**src/rtl/dcache_direct_wt_if.sv**
```systemverilog
// Datapath <-> data cache request/response bundle.
interface cache_if;
  logic        read;
  logic [1:0]  write;
  logic [31:0] addr;
  logic [31:0] store;
  logic        done;
  logic        ready;
  logic [31:0] load;

  modport cache    (input read, write, addr, store, done, output ready, load);
  modport datapath (output read, write, addr, store, done, input ready, load);
endinterface

```
**src/rtl/dcache_direct_wt.sv**
```systemverilog
// Direct-mapped, write-through, no-write-allocate data cache, one word per line.
// Hits answer combinationally in IDLE; misses and all writes go over the mem bus.
module dcache_direct_wt #(
  parameter int unsigned NUM_LINES = 16
) (
  input  logic        clk,
  input  logic        nrst,
  cache_if.cache      cif,
  output logic        mem_req,
  output logic        mem_wen,
  output logic [3:0]  mem_strb,
  output logic [31:0] mem_addr,
  output logic [31:0] mem_wdata,
  input  logic        mem_ready,
  input  logic [31:0] mem_rdata
);

  localparam int unsigned IDX_W = $clog2(NUM_LINES);
  localparam int unsigned TAG_W = 30 - IDX_W;

  typedef enum logic [1:0] {IDLE, FILL, WRITE, HOLD} state_t;

  state_t                 state;
  logic [NUM_LINES-1:0]   valid;
  logic [TAG_W-1:0]       tag_mem  [NUM_LINES];
  logic [31:0]            data_mem [NUM_LINES];
  logic [31:0]            hold_data;

  logic [IDX_W-1:0]       idx_c;
  logic [TAG_W-1:0]       tag_c;
  logic                   hit_c;
  logic                   idle_hit_c;
  logic [3:0]             strb_c;
  logic [31:0]            wdata_c;
  logic [31:0]            merged_c;

  assign idx_c      = cif.addr[IDX_W+1:2];
  assign tag_c      = cif.addr[31:IDX_W+2];
  assign hit_c      = valid[idx_c] && (tag_mem[idx_c] == tag_c);
  assign idle_hit_c = (state == IDLE) && (cif.write == 2'd0) && cif.read && hit_c;

  assign cif.ready  = (state == HOLD) || idle_hit_c;
  assign cif.load   = (state == HOLD) ? hold_data :
                      (idle_hit_c ? data_mem[idx_c] : 32'd0);

  // Byte-lane placement of store data for the requested write size.
  always_comb begin
    strb_c  = 4'b1111;
    wdata_c = cif.store;
    case (cif.write)
      2'd1: begin
        strb_c  = 4'b0001 << cif.addr[1:0];
        wdata_c = {4{cif.store[7:0]}};
      end
      2'd2: begin
        strb_c  = 4'b0011 << {cif.addr[1], 1'b0};
        wdata_c = {2{cif.store[15:0]}};
      end
      default: ;
    endcase
  end

  // Write-hit update uses exactly the lanes sent downstream.
  always_comb begin
    merged_c = data_mem[idx_c];
    for (int b = 0; b < 4; b++) begin
      if (mem_strb[b]) merged_c[8*b +: 8] = mem_wdata[8*b +: 8];
    end
  end

  always_ff @(posedge clk or negedge nrst) begin
    if (!nrst) begin
      state     <= IDLE;
      valid     <= '0;
      mem_req   <= 1'b0;
      mem_wen   <= 1'b0;
      mem_strb  <= 4'b0000;
      mem_addr  <= 32'd0;
      mem_wdata <= 32'd0;
      hold_data <= 32'd0;
    end else begin
      case (state)
        IDLE: begin
          if (cif.write != 2'd0) begin
            state     <= WRITE;
            mem_req   <= 1'b1;
            mem_wen   <= 1'b1;
            mem_strb  <= strb_c;
            mem_wdata <= wdata_c;
            mem_addr  <= {cif.addr[31:2], 2'b00};
          end else if (cif.read && !hit_c) begin
            state     <= FILL;
            mem_req   <= 1'b1;
            mem_wen   <= 1'b0;
            mem_strb  <= 4'b1111;
            mem_addr  <= {cif.addr[31:2], 2'b00};
          end
        end
        FILL: begin
          if (mem_ready) begin
            valid[idx_c] <= 1'b1;
            hold_data    <= mem_rdata;
            mem_req      <= 1'b0;
            state        <= HOLD;
          end
        end
        WRITE: begin
          if (mem_ready) begin
            mem_req <= 1'b0;
            state   <= HOLD;
          end
        end
        HOLD: begin
          if (cif.done) state <= IDLE;
        end
        default: state <= IDLE;
      endcase
    end
  end

  // Line storage; validity lives in the reset domain above.
  always_ff @(posedge clk) begin
    if (state == FILL && mem_ready) begin
      tag_mem[idx_c]  <= tag_c;
      data_mem[idx_c] <= mem_rdata;
    end else if (state == WRITE && mem_ready && hit_c) begin
      data_mem[idx_c] <= merged_c;
    end
  end

endmodule

```
**src/flat_wrapper.sv**
```systemverilog
// flat-port wrapper written by rule: the top's interface ports become plain ports
module dcache_direct_wt_flat 
#(
  parameter int unsigned NUM_LINES = 16
)
  (clk, nrst, mem_req, mem_wen, mem_strb, mem_addr, mem_wdata, mem_ready, mem_rdata, cif_read, cif_write, cif_addr, cif_store, cif_done, cif_ready, cif_load);
  cache_if cif_i ();
  input  logic clk;
  input  logic nrst;
  output logic mem_req;
  output logic mem_wen;
  output logic [3:0] mem_strb;
  output logic [31:0] mem_addr;
  output logic [31:0] mem_wdata;
  input  logic mem_ready;
  input  logic [31:0] mem_rdata;
  input wire logic [$bits(cif_i.read)-1:0] cif_read;
  input wire logic [$bits(cif_i.write)-1:0] cif_write;
  input wire logic [$bits(cif_i.addr)-1:0] cif_addr;
  input wire logic [$bits(cif_i.store)-1:0] cif_store;
  input wire logic [$bits(cif_i.done)-1:0] cif_done;
  output wire logic [$bits(cif_i.ready)-1:0] cif_ready;
  output wire logic [$bits(cif_i.load)-1:0] cif_load;
  assign cif_i.read = cif_read;
  assign cif_i.write = cif_write;
  assign cif_i.addr = cif_addr;
  assign cif_i.store = cif_store;
  assign cif_i.done = cif_done;
  assign cif_ready = cif_i.ready;
  assign cif_load = cif_i.load;
  dcache_direct_wt #(.NUM_LINES(NUM_LINES)) u_core (.clk(clk), .nrst(nrst), .cif(cif_i), .mem_req(mem_req), .mem_wen(mem_wen), .mem_strb(mem_strb), .mem_addr(mem_addr), .mem_wdata(mem_wdata), .mem_ready(mem_ready), .mem_rdata(mem_rdata));
endmodule
```
**config.mk**
```make
export PLATFORM = sky130hd
export DESIGN_NAME = dcache_direct_wt_flat
export DESIGN_NICKNAME = d
export VERILOG_FILES = /design/src/rtl/dcache_direct_wt_if.sv /design/src/rtl/dcache_direct_wt.sv /design/src/flat_wrapper.sv
export SDC_FILE = /design/constraint.sdc
export NUM_CORES = 1
export LEC_CHECK = 0
export BUFFER_PORTS_ARGS = -buffer_cell sky130_fd_sc_hd__buf_2
export CAP_MARGIN = 20
export CORE_AREA = 2 2 276 278
export CTS_BUF_LIST = sky130_fd_sc_hd__clkbuf_2 sky130_fd_sc_hd__clkbuf_4 sky130_fd_sc_hd__clkbuf_8
export DETAILED_ROUTE_END_ITERATION = 6
export DIE_AREA = 0 0 278 280
export HOLD_SLACK_MARGIN = 0.05
export PLACE_DENSITY_LB_ADDON = 0.15
export SYNTH_ARGS = -nofsm -noshare
export SYNTH_HDL_FRONTEND = slang
export SYNTH_SLANG_ARGS = --single-unit
```
**constraint.sdc**
```tcl
create_clock -name clk -period 5.6 [get_ports clk]
set_clock_uncertainty 0.05 [all_clocks]
set_input_delay 0.28 -clock clk [delete_from_list [all_inputs] [get_ports clk]]
set_output_delay 0.28 -clock clk [all_outputs]
set_load 0.01 [all_outputs]
```
==> flow_summary.ini, run 1 <==
[status]
status = finished, final reports clean

[sta]
slew_headroom_pct = 31.0
rsz0062_at_grt = no
max_freq_mhz = 207
tightest_slew_ns = 1.03
finalMaxSlewViolations = 0
setup_violations = 0
fin_crit_sh_pct = 86.2
hold_viol = 0
setup_tns_ns = 0
fin_crit_ns = 4.83

[clock_tree]
post_cts_buffers = 0
cts_buffer_depth = 3
clk_latency_ns = 0.81
htree_levels = 4
clock_sinks = 1046
cts_buffers = 165
cts_resized = 0
cts_tree = yes
clk_pin_slew_ns = 0.06
cts-root-buf = clkbuf_8
hold_buffers = 122

[global_routing]
grt_use_total_pct = 28.4
antenna_found_initial = 1
grt_pass1_vias = 24200
grt_pass1_wl_um = 158000
overflow = 0
grt_start_max_net_pins = 76

[drt]
routed-wl-met2_um = 54600
wl_per_cell_um = 29.3
met1Wirelength_um = 42600
drt-initial-drc-count = 2366
wl_met3_um = 8170
vias_per_cell = 6.31
wl_um = 109000
drcViolationCount = 0
vias = 23400
highest_layer = met4
route.antenna.remaining_nets = 0
drtPass1Iterations = 7

[finish]
multi_input_area_mm2 = 0.0111
drive_gt1_share_pct = 36.0
area_delta_synth_final_pct = 17.1
post-route-util_pct = 66.0
regArea_mm2 = 0.0308
nets = 2710
fillers = 4917

[pwr]
p_leak_uw = 0.0171
power.density_mw_per_mm2 = 384
fin_total_pwr_uw = 19100
ir_drop_uv = 328

[yosys]
async_flop_share_pct = 11.3
avgSynthCellArea_um2 = 19.7
synth_edf_count = 928
ys_types = 72
ys_ff_latch = 1046
synth_ff_type = edfxtp_1
yosysWarnings = 0
synth_area_mm2 = 0.0424
synthCells = 2150
ys_seq_area_share_pct = 72.7

[critical_path]
startpoint = u_core.tag_mem[10][11]$_DFFE_PP_
crit_required_ns = 5.27
reg2reg_from = u_core.tag_mem[10][11]$_DFFE_PP_
crit_top_cell = buf_4
max_stage_delay_ns = 0.60
worstPathCellList = mux4_2 > mux2i_1 > nor2_1 > o41a_1 > a2111oi_0 > nand3_2 > buf_4 > o21ai_0 > buf_4 > buf_2
setup.worst_path.class = flop to primary output
endpoint_kind = primary output
startpoint_type = flop
r2r_slack_ns = 1.22
cp_slowest_cell = a2111oi_0
crit_fanout = 36
worst_ep_arrival_time_ns = 4.50

[placement]
globalplace.congestion = 0.933
hpwl_um = 61200
io_buffers = 203

[worst_hold_path]
min_from = cif_addr[2]
worstHoldPathType = primary input to flop

[floorplanning]
die_area_mm2 = 0.0778
die_w_um = 278
fp-row-count = 101
start_util_pct = 56.4
die_h_um = 280
io-pin-count = 206
core-area_mm2 = 0.0752

[flow_run]
cap_violations = 0
-- critical path, delay by kind of cell (launching register included) --
family	cells	cell delay, ns
mux	2	0.88
simple gates	2	0.40
buf+inv	3	0.71
compound gates	3	1.33
flops	1	0.38
-- report_power, final --
| part | total, µW | leakage [µW] | switching, µW | internal [µW] |
|---|---|---|---|---|
| sequential | 9470 | 0.00975 | 456 | 9010 |
| combinational | 3010 | 0.00565 | 1570 | 1430 |
| clock | 6590 | 0.00175 | 2990 | 3600 |
-- worst paths after layout --
check,endpoint,cells after the start
worst min-delay path,u_core.mem_addr[2]$_DFFE_PN0P_,2
worst min register to register,u_core.valid[11]$_DFFE_PN0P_,1
worst max register to register,u_core.data_mem[12][31]$_DFFE_PP_,9
max in group asynchronous,u_core.hold_data[23]$_DFFE_PN0P_,4
worst max-delay path,cif_load[1],10
min in group asynchronous,u_core.valid[5]$_DFFE_PN0P_,3
-- flip-flops by register name, summed over array words and instances (netlist names) --
| signal | cells |
|---|---|
| u_core.mem_strb | 4 |
| u_core.valid | 16 |
| u_core.mem_req | 1 |
| u_core.state | 2 |
| u_core.tag_mem | 416 |
| u_core.mem_addr | 30 |
| u_core.hold_data | 32 |
| u_core.mem_wen | 1 |
| u_core.data_mem | 512 |
| u_core.mem_wdata | 32 |
-- cells in the mapped netlist (5+ instances only) --
cell / instances / area, µm²
nand3_1: 8 / 40.0
inv_1: 20 / 75.1
mux2_4: 30 / 450
o21ai_0: 52 / 260
buf_4: 11 / 82.6
buf_6: 12 / 135
a22oi_1: 27 / 203
a22o_1: 8 / 70.1
buf_1: 35 / 131
o22ai_1: 12 / 75.1
edfxtp_1: 928 / 27900
clkbuf_1: 39 / 146
buf_2: 24 / 120
xnor2_1: 19 / 166
a31oi_1: 6 / 37.5
a21oi_1: 38 / 190
mux4_2: 240 / 5410
nor3_1: 27 / 135
nand2_1: 115 / 432
mux2i_1: 80 / 801
nor2_1: 55 / 206
xor2_1: 9 / 78.8
nand2b_1: 21 / 131
a221oi_1: 8 / 70.1
mux2_2: 107 / 1200
dfrtp_1: 118 / 2950
ha_1: 8 / 100
or2_2: 17 / 106
nand4_1: 5 / 31.3
a21o_1: 5 / 37.5
-- placed cells by master (no fill, tap or decap), types with 27 or more instances in the layout --
cell type      count
clkbuf_4          44
buf_2            198
o21ai_0           52
mux2_4            30
dfrtp_1          118
mux4_2           240
nand2_1          114
a22oi_1           27
a21oi_1           38
dlygate4sd3_1    121
clkbuf_8         167
buf_4             64
mux2_2           107
clkinv_1          44
mux2i_1           80
edfxtp_1         928
nor2_1            47
-- metrics by stage --
stage	cell area [µm²]	std cells	setup slack, ns	hold slack [ns]
floorplan	42400	2151	0.000309	-0.0656
global placement	45000	3287	0.512	0.282
detailed placement	45100	3288	0.471	0.307
CTS	49700	3707	0.735	0.0639
global route	49700	3708	0.578	0.106
finish	49700	3708	0.771	0.117
-- area by class of cell --
cell class / instances / share of cell area, %
timing repair buffer: 404 / 6.24
clock buffer: 211 / 5.29
multi-input combinational: 959 / 22.3
antenna: 1 / 0.00504
tap: 978 / 2.46
inverter: 23 / 0.176
sequential: 1046 / 62.1
clock inverter: 86 / 1.46
-- cells by family (layout without fill, tap and decap cells) --
family | after synthesis | after routing | synth area share [%]
xor+xnor | 28 | 28 | 0.578
buf+inv | 146 | 724 | 1.75
mux | 462 | 462 | 18.8
flops | 1046 | 1046 | 72.7
simple gates | 268 | 268 | 2.91
fa+ha+maj | 8 | 8 | 0.236
other cells | 1 | 3 | 0.00884
compound gates | 191 | 191 | 3.01
-- per-layer routing --
| metal | GRT usage, % | vias up |
|---|---|---|
| met5 | 0 | - |
| met4 | 10.6 | 0 |
| met3 | 5.20 | 234 |
| met2 | 47.3 | 1197 |
| met1 | 37.8 | 12300 |
| li1 | - | 9656 |
No activity file was read; power rests on OpenSTA's default activity.
==> run 2: changes to the inputs <==
==> constraint.sdc (replaced) <==
create_clock -name clk -period 5.6 [get_ports clk]
set_clock_uncertainty 0.05 [all_clocks]
set_input_delay 0.28 -clock clk [delete_from_list [all_inputs] [get_ports clk]]
set_output_delay 0.28 -clock clk [all_outputs]
set_load 0.05 [all_outputs]
==> flow_summary.ini, run 2 (synthesis gave the netlist of run 1 again) <==
[finish]
largest-register = u_core.data_mem
drive_gt1_share_pct = 36.1
final_cell_mix = 928 x edfxtp_1, 240 x mux4_2, 198 x buf_2, 173 x clkbuf_8, 121 x dlygate4sd3_1
area_delta_synth_final_pct = 17.0
top_regs = u_core.data_mem x512, u_core.tag_mem x416
layout_commonest_cell = edfxtp_1
nets = 2716
largest_reg_flops = 512

[sta]
setup_tns_ns = 0
setup_violations = 0
fin_crit_sh_pct = 92.6
fin_crit_ns = 5.19
slew_headroom_pct = 25.6
tightest_slew_ns = 1.12
max_freq_mhz = 193
hold_viol = 0
finalMaxSlewViolations = 0
rsz0062_at_grt = no

[placement]
io_buffers = 203
globalplace.congestion = 0.947
hpwl_um = 61900

[pwr]
power.density_mw_per_mm2 = 401
p_comb_share_pct = 20.1
p_seq_share_pct = 47.6
power.switching_uw = 5970
clkPwrFrac_pct = 32.4
internal_power_uw = 13900
fin_total_pwr_uw = 19900
ir_drop_uv = 454
sw_frac_of_total_pct = 30.1
p_leak_uw = 0.0172

[floorplanning]
die_h_um = 280
io-pin-count = 206
die_w_um = 278
core-area_mm2 = 0.0752
die_area_mm2 = 0.0778
start_util_pct = 56.4
fp-row-count = 101

[clock_tree]
cts_buffers = 167
cts-root-buf = clkbuf_8
cts_tree = yes
cts_buffer_depth = 3
clk_latency_ns = 0.81
post_cts_buffers = 0
htree_levels = 4
clock_sinks = 1046
clk_pin_slew_ns = 0.06

[drt]
drtPass1Iterations = 5
route.antenna.remaining_nets = 0
wl_per_cell_um = 28.8
drcViolationCount = 0
vias = 23400
vias_per_cell = 6.29
wl_um = 107000
drt-initial-drc-count = 2440

[global_routing]
antenna_found_initial = 1
grt_use_total_pct = 28.0
overflow = 0
grt_pass1_wl_um = 156000
grt_pass1_vias = 23900
grt_start_max_net_pins = 73

[critical_path]
crit_required_ns = 5.27
crit_fanout = 47
startpoint_type = primary input
endpoint_kind = primary output
worst_ep_arrival_time_ns = 4.86
setup.worst_path.class = primary input to primary output

[status]
status = finished, final reports clean

[flow_run]
cap_violations = 0

[worst_hold_path]
worstHoldPathType = primary input to flop
## run 2: changes by cell type in the layout (fill, tap and decap cells not counted), sizes merged
| cell | delta |
|---|---|
| inv | +5 |
| buf | +4 |
| bufinv | -6 |
| clkbuf | +10 |
| clkinvlp | -4 |
## run 2: what timing repair did
item | CTS | global route
gates resized for setup | 0 | 0
endpoints found under the hold margin | 1089 | 1
hold buffers | 121 | 1
## run 2: layout make-up
class                           instances  area, µm²
Multi-Input combinational cell        959      11100
Timing Repair Buffer                  408       3110
Tap cell                              978       1220
Clock buffer                          221       2740
Antenna cell                            1       2.50
Sequential cell                      1046      30800
Clock inverter                         81        572
Inverter                               23       87.6
Fill cell                            4947      25600
## run 2: worst paths after layout
path	start	to	slack (ns)	cells past startpoint
min in group asynchronous	nrst	u_core.mem_addr[8]$_DFFE_PN0P_	0.55	3
worst max register to register	u_core.tag_mem[0][11]$_DFFE_PP_	u_core.data_mem[1][22]$_DFFE_PP_	1.23	9
worst min-delay path	mem_rdata[17]	u_core.hold_data[17]$_DFFE_PN0P_	0.21	3
max in group asynchronous	nrst	u_core.mem_strb[3]$_DFFE_PN0P_	3.87	4
worst min register to register	u_core.valid[5]$_DFFE_PN0P_	u_core.valid[5]$_DFFE_PN0P_	0.42	1
worst max-delay path	cif_addr[5]	cif_load[7]	0.41	14
## run 2: routing by layer
layer / vias up / wire [µm] / GRT usage (%)
met4: 0 / 3450 / 10.1
met2: 1149 / 53500 / 46.2
li1: 9673 / - / -
met1: 12300 / 42800 / 38.0
met5: - / 0 / 0
met3: 233 / 7450 / 4.92
## run 2: through the flow
step / hold WS (ns) / instance area, µm² / utilization (%) / instances / setup slack, ns
finish: 0.211 / 49600 / 66.0 / 3717 / 0.412
global route: 0.182 / 49600 / 66.0 / 3717 / 0.242
CTS: 0.130 / 49600 / 65.9 / 3713 / 0.590
detailed placement: 0.347 / 45000 / 59.9 / 3290 / 0.381
global placement: 0.336 / 45000 / 59.8 / 3289 / 0.471
floorplan: -0.0656 / 42400 / - / 2151 / 0.000309
## run 2: power groups by stage
stage | combinational (µW) | clock, µW | sequential, µW
after floorplan | 1900 | 0 | 10300
after global placement | 3710 | 0 | 9570
after detailed placement | 3760 | 0 | 9600
after CTS | 3970 | 6550 | 9450
after global routing | 4200 | 6870 | 9500
final | 3990 | 6430 | 9450
## run 2: worst max-delay path, stage by stage
cell           delay (ns)
dlygate4sd3_1        0.53
buf_4                0.35
buf_16               0.33
buf_4                0.27
mux2i_1              0.09
a22oi_1              0.22
nand3_1              0.12
a2111oi_2            0.38
a31oi_1              0.10
a2111oi_0            0.69
nand3_2              0.32
buf_4                0.40
o21ai_0              0.37
buf_2                0.34
